`src/rtl/search_controller.sv`:
```
// Runs one search pass per "go": latches the board, launches move_generator, and keeps the best-scoring move.
// Optional SEARCH_STATS_EN adds search_cycles_out, a 32-bit saturating count of cycles from LAUNCH to REPORT.
package search_pkg;
    typedef struct packed {
        logic [63:0][3:0] sq;
    } board_t;

    typedef struct packed {
        logic [5:0] from_sq;
        logic [5:0] to_sq;
        logic [3:0] promo;
    } move_t;
endpackage

module search_controller
    import search_pkg::*;
#(
    parameter int          SCORE_W        = 16,
    parameter int          CNT_W          = 8,
    parameter int unsigned TIMEOUT_CYCLES = 1000000
) (
    input  logic                      clk_in,
    input  logic                      rst_in,
    input  board_t                    board_in,
    input  logic                      board_valid_in,
    input  logic                      go_in,
    input  logic                      stop_in,
    output board_t                    mg_board_out,
    output logic                      mg_valid_out,
    input  logic                      mg_ready_in,
    input  move_t                     mg_move_in,
    input  logic signed [SCORE_W-1:0] mg_score_in,
    input  logic                      mg_move_valid_in,
    input  logic                      mg_last_in,
    output logic                      mg_abort_out,
    output move_t                     best_move_out,
    output logic                      best_move_valid_out,
    output logic                      no_move_out,
    output logic [CNT_W-1:0]          move_count_out,
`ifdef SEARCH_STATS_EN
    output logic [31:0]               search_cycles_out,
`endif
    output logic                      busy_out
);

    typedef enum logic [1:0] {IDLE, LAUNCH, COLLECT, REPORT} state_t;

    localparam logic signed [SCORE_W-1:0] SCORE_MIN = {1'b1, {(SCORE_W-1){1'b0}}};
    localparam logic [31:0] TO_LAST = (TIMEOUT_CYCLES == 0) ? 32'd0 : 32'(TIMEOUT_CYCLES - 1);

    state_t                      state_q, state_d;
    board_t                      board_q, board_d;
    logic                        loaded_q, loaded_d;
    move_t                       best_move_q, best_move_d;
    logic signed [SCORE_W-1:0]   best_score_q, best_score_d;
    logic [CNT_W-1:0]            count_q, count_d;
    logic [31:0]                 timer_q, timer_d;
    logic                        busy_q;

    logic start;
    logic timeout_hit;
    logic better;

    // A board arriving with go is latched and launched in the same cycle.
    assign start       = (state_q == IDLE) && go_in && (loaded_q || board_valid_in);
    assign timeout_hit = (TIMEOUT_CYCLES != 0) && (timer_q == TO_LAST);
    assign better      = (count_q == '0) || (mg_score_in > best_score_q);

    always_ff @(posedge clk_in or negedge rst_in) begin
        if (!rst_in) begin
            state_q      <= IDLE;
            board_q      <= '0;
            loaded_q     <= 1'b0;
            best_move_q  <= '0;
            best_score_q <= SCORE_MIN;
            count_q      <= '0;
            timer_q      <= '0;
            busy_q       <= 1'b0;
        end else begin
            state_q      <= state_d;
            board_q      <= board_d;
            loaded_q     <= loaded_d;
            best_move_q  <= best_move_d;
            best_score_q <= best_score_d;
            count_q      <= count_d;
            timer_q      <= timer_d;
            busy_q       <= (state_d != IDLE);
        end
    end

    always_comb begin
        state_d = state_q;
        case (state_q)
            IDLE:    if (start) state_d = LAUNCH;
            LAUNCH:  if (stop_in) state_d = REPORT;
                     else if (mg_ready_in) state_d = COLLECT;
            COLLECT: if (mg_last_in || stop_in || timeout_hit) state_d = REPORT;
            REPORT:  state_d = IDLE;
            default: state_d = IDLE;
        endcase
    end

    always_comb begin
        board_d      = board_q;
        loaded_d     = loaded_q;
        best_move_d  = best_move_q;
        best_score_d = best_score_q;
        count_d      = count_q;
        timer_d      = timer_q;
        if (state_q == IDLE && board_valid_in) begin
            board_d  = board_in;
            loaded_d = 1'b1;
        end
        if (start) begin
            best_move_d  = '0;
            best_score_d = SCORE_MIN;
            count_d      = '0;
            timer_d      = '0;
        end
        if (state_q == COLLECT) begin
            timer_d = timer_q + 32'd1;
            if (mg_move_valid_in) begin
                if (count_q != {CNT_W{1'b1}}) count_d = count_q + 1'b1;
                // Strict compare keeps the earlier move on ties.
                if (better) begin
                    best_move_d  = mg_move_in;
                    best_score_d = mg_score_in;
                end
            end
        end
    end

    always_comb begin
        mg_valid_out        = (state_q == LAUNCH);
        mg_abort_out        = (state_q == COLLECT) && !mg_last_in && (stop_in || timeout_hit);
        best_move_valid_out = (state_q == REPORT);
        no_move_out         = (state_q == REPORT) && (count_q == '0);
        mg_board_out        = board_q;
        best_move_out       = best_move_q;
        move_count_out      = count_q;
        busy_out            = busy_q;
    end

`ifdef SEARCH_STATS_EN
    logic [31:0] cycles_q;

    always_ff @(posedge clk_in or negedge rst_in) begin
        if (!rst_in) begin
            cycles_q <= '0;
        end else if (start) begin
            cycles_q <= '0;
        end else if ((state_q == LAUNCH || state_q == COLLECT) && cycles_q != 32'hFFFF_FFFF) begin
            cycles_q <= cycles_q + 32'd1;
        end
    end

    assign search_cycles_out = cycles_q;
`endif

endmodule

```
`config.mk`:
```
export PLATFORM = sky130hd
export DESIGN_NAME = search_controller
export DESIGN_NICKNAME = d
export VERILOG_FILES = /design/src/rtl/search_controller.sv
export SDC_FILE = /design/constraint.sdc
export NUM_CORES = 1
export LEC_CHECK = 0
export CAP_MARGIN = 20
export CELL_PAD_IN_SITES_DETAIL_PLACEMENT = 0
export CELL_PAD_IN_SITES_GLOBAL_PLACEMENT = 1
export CORE_AREA = 5 5 225 227
export DETAILED_ROUTE_END_ITERATION = 6
export DIE_AREA = 0 0 230 232
export DONT_BUFFER_PORTS = 1
export PLACE_DENSITY_LB_ADDON = 0.25
export SLEW_MARGIN = 20
export SYNTH_ARGS = -nofsm -noshare
export SYNTH_HDL_FRONTEND = slang
export SYNTH_SLANG_ARGS = --single-unit
```
`constraint.sdc`:
```
create_clock -name clk_in -period 4.2 [get_ports clk_in]
set_input_delay 0.84 -clock clk_in [delete_from_list [all_inputs] [get_ports clk_in]]
set_output_delay 0.84 -clock clk_in [all_outputs]
set_load 0.01 [all_outputs]
```
-- Yosys cells after proc, flatten, opt, wreduce, memory -nomap -nowiden
Cells that the tools add are included.
- bits in registers: 332
- input bits: 296
- output and inout port bits: 285
- word-level logic and storage cells: 116
- add/sub/neg operators: 2
- $lt $le $gt $ge: 1
- eq/ne operators: 5
- mux-type cells: 19
- reduce and logical (&&, ||, !) cells: 16
- operator list (operator ; number):
    16-bit 2-to-1 mux ; 8
    32-bit 2-to-1 mux ; 2
    32-bit by 1-bit adder with 32-bit output (second input constant) ; 1
    32-bit by 20-bit equality test with 1-bit output (second input constant) ; 1
    8-bit 2-to-1 mux ; 4
    16-bit greater-than comparator ; 1
    8-bit by 1-bit adder with 8-bit output (second input constant) ; 1
    8-bit logical NOT ; 1
    2-bit 2-to-1 mux ; 4
    8-bit inequality test (second input constant) ; 1
    2-bit case mux with 4 select lines ; 1
    1-bit logical AND ; 6
    1-bit logical OR ; 5
    2-bit equality test (second input constant) ; 2
    2-bit nonzero test ; 2
    2-bit by 1-bit equality test with 1-bit output (second input constant) ; 1
    2-bit logical NOT ; 1
    1-bit logical NOT ; 1

-- Logic depth before layout (Yosys ltp)
- word-level depth: 7
- gate-level depth with buffers: 10

-- Least setup slack after synthesis
No wires, ideal clock.
- kind: input to register
- start point: in mg_score_in[15]
- end point: reg best_move_q (netlist bit best_move_out[0])
- library setup time: 121 ps
- arrival time: 2766 ps
- required time: 4079 ps
- path slack: 1313 ps
- stages: 9
- buffers on the path: 1
- cells stage by stage: ha_1 > nand4_1 > nor4_2 > o21ai_1 > and2_0 > a311o_1 > o21a_2 > buf_6 > a22o_1
- RTL lines (what ; line ; source):
    start: declaration ; 32 ; input logic signed [SCORE_W-1:0] mg_score_in,
    end signal: assignment ; 83 ; best_move_q <= best_move_d;
    end: declaration ; 54 ; move_t best_move_q, best_move_d;

-- Worst setup path after layout
- start point: reg timer_q[11]
- end point: out mg_abort_out
- longest elaborated chain between the ends: 3
- RTL lines (what ; line ; source):
    start: declaration ; 57 ; logic [31:0] timer_q, timer_d;
    start signal: assignment ; 86 ; timer_q <= timer_d;
    32-bit by 20-bit equality test with 1-bit output ; 66 ; assign timeout_hit = (TIMEOUT_CYCLES != 0) && (timer_q == TO_LAST);
    1-bit logical OR ; 135 ; mg_abort_out = (state_q == COLLECT) && !mg_last_in && (stop_in || timeout_hit);
    1-bit logical AND ; 135 ;
    end: declaration ; 35 ; output logic mg_abort_out,
Every way passes these cells.

==> out/qor.yml <==
outcome: "finished, final reports clean"
r2r_slack_ns: 1.19
synth_seq_cells: 332
tns_ns: 0
netlist_top_cells_area: "dfrtp_1 (63%), mux2_2 (22%), a22o_1 (2.1%)"
dpl-instance-area_um2: 13900
crit_path_frequent_cell: "nor3_1"
dr.pass1.iters: 4
p_int_mw: 8.55
die_area_um2: 53400
viasPerCell: 4.71
antenna_found_initial: 2
drc: 0
cp-start-kind: "flip-flop"
grt_pass1_wl_mm: 54.0
rr_startpoint: "best_score_q[15]"
num-nets-final: 1252
dp_hpwl_mm: 27.2
port_buffers: 0
worst_path_largest_cell_delay_ns: 0.41
grt_max_degree: 333
maxCapViolCount: 0
critPathRequiredTime_ns: 3.36
slew_headroom_pct: 13.9
end_kind: "primary output"
yosysMostFrequentCell: "dfrtp_1"
max-clock-path-buffers: 3
syn_avg_cell_area_um2: 14.3
pwr-share-seq_pct: 50.6
synth_top_area_cell: "dfrtp_1"
drt_wl_total_mm: 37.2
syn_nets: 1239
cts-root-buf: "clkbuf_16"
report.final.slew_viol_count: 0
pwr-share-comb_pct: 19.8
drive_above_1_share_pct: 35.0
synthArstFlopShare_pct: 100
ys_seq_area_share_pct: 62.9
clk_latency_ns: 0.54
io_pins: 581
routabilityCongestion: 0.803
crit_type: "reg2out"
cts_sinks: 332
r2r_end: "best_move_out[11]"
stdcell_count: 1589
syn_area_um2: 13200
holdCritPathClass: "in2async"
switching_share_pct: 33.1
wl_per_cell_um: 23.4
vias: 7490
start_util_pct: 27.3
cts_tree: "built"
synth_edf_count: 0
crit_chain: "nor4b_1 > nand4_1 > nor3_1 > a31oi_1 > nor3_1"
slowest_stage: "dfrtp_1"
ant_nets: 0
htreeDepth: 2
ys.flop_type: "dfrtp_1"
rsz0062_at_grt: "no"
rows: 81
finalCriticalPeriod_ns: 3.07
area_growth_pct: 16.8
maxClockFrequency_mhz: 326
clock_skew_ns: 0.0108
die_w_um: 230
grtUsageTotal_pct: 13.0
ys_warn_count: 0
worstPathMaxFanout: 4
ir_drop_v: 0.000403
netlist_top_cells_count: "dfrtp_1 (331), mux2_2 (256), nand2_1 (40)"
power.total_mw: 12.8
cp_data_arrival_time_ns: 2.23
hold_ws_ns: 0.0603
netlist_instances: 924
drtIter0Drc: 430
path_clk_slew_ns: 0.06
worstMarginPinSlew_ns: 1.29
p_clk_share_pct: 29.6
r2r_cells: 10
synthDistinctLibCells: 43
p_leak_nw: 6.54
synth_top_area_share_pct: 62.7
grt_pass1_vias: 7990
die_h_um: 232
core_area_um2: 48400
finalSetupViolCount: 0
overflow: 0
finalHoldViolations: 0
final_area_um2: 15400
placed_cells: 1514
timing.final.crit_share_pct: 73.0
cts_made_buffers: 39
switching_power_mw: 4.24
p_per_area_nw_per_um2: 829
==> routing by layer <==
layer  track usage [%]  part of all wire (%)
met1              15.5                    38
met2              22.1                    51
met3              5.25                   9.8
met4              3.51                   1.9
met5                 0                     0
==> critical path: cells and delay by family, from the launching register on <==
kind               cells  cell delay (ns)
AOI/OAI and AO/OA      1             0.15
DFF                    1             0.41
and+or+nand+nor        4             1.13
==> flip-flops by register name, summed over array words and instances (netlist names) <==
| name | count |
|---|---|
| mg_board_out | 256 |
| busy_out | 1 |
| best_score_q | 16 |
| move_count_out | 8 |
| best_move_out | 16 |
| loaded_q | 1 |
| timer_q | 32 |
| state_q | 2 |
==> cell families after synthesis <==
group / synth area share [%]
AND/OR/NAND/NOR: 4.90
XOR/XNOR: 0.199
flip-flops: 62.9
buffers and inverters: 2.13
adder cells (fa/ha/maj): 1.80
multiplexers: 22.7
AO/OA/AOI/OAI: 5.37
==> power groups by stage <==
stage / logic, mW / registers, mW / clock network (mW)
floorplan: 2.21 / 5.96 / 0
global placement: 2.47 / 6.62 / 0
detailed placement: 2.58 / 6.56 / 0
CTS: 2.57 / 6.54 / 3.91
global route: 2.82 / 6.65 / 4.04
finish: 2.53 / 6.47 / 3.79
==> layout make-up <==
type                       instances  area [um2]
antenna                            1        2.50
timing repair buffer              13         155
clock inverter                    19         347
tap                              622         778
multi-input combinational        524        4630
fill                            4801       33000
clock buffer                      51        1110
sequential                       332        8310
inverter                          27         101
==> placed cells by master, fill, tap and decap left out, types with 3 or more instances in the layout <==
| cell type | count |
|---|---|
| o31ai_1 | 6 |
| o21ai_0 | 27 |
| clkinv_2 | 5 |
| nand2_1 | 40 |
| nor2b_1 | 5 |
| o211ai_1 | 7 |
| clkbuf_1 | 4 |
| dfrtp_1 | 331 |
| clkbuf_16 | 40 |
| dlygate4sd3_1 | 3 |
| ha_1 | 19 |
| nor4_1 | 4 |
| nand3_1 | 22 |
| nor2_1 | 19 |
| inv_1 | 27 |
| nor3_1 | 8 |
| buf_4 | 6 |
| mux2_2 | 256 |
| bufinv_16 | 9 |
| mux2i_1 | 12 |
| nand4_1 | 9 |
| a31oi_1 | 4 |
| a22o_1 | 31 |
| a21oi_1 | 15 |
| buf_12 | 4 |
| and3_1 | 8 |
| clkbuf_8 | 7 |
| nand2b_1 | 7 |
==> metrics by stage <==
stage / setup slack [ns] / utilization (%)
after floorplan: 1.31 / -
after global placement: 0.940 / 28.7
after detailed placement: 0.896 / 28.7
after CTS: 1.05 / 31.7
after global routing: 0.955 / 31.9
final: 1.13 / 31.9
==> worst max-delay path by stage <==
stage                          startpoint                end  depth (start not counted)
after detailed placement  mg_score_in[15]  best_move_out[11]                          9
after floorplan           mg_score_in[15]   best_move_out[0]                          9
after global routing          timer_q[24]       mg_abort_out                          5
after global placement    mg_score_in[15]   best_score_q[11]                          8
after CTS                     timer_q[11]       mg_abort_out                          5
final                         timer_q[11]       mg_abort_out                          5
==> timing repair <==
action                                  CTS  global route
gates resized for setup                   0             0
setup buffers                             0             0
endpoints found under the setup margin    0             0
endpoints found under the hold margin   246            24
Note: power is estimated with default switching activity, not from simulation.
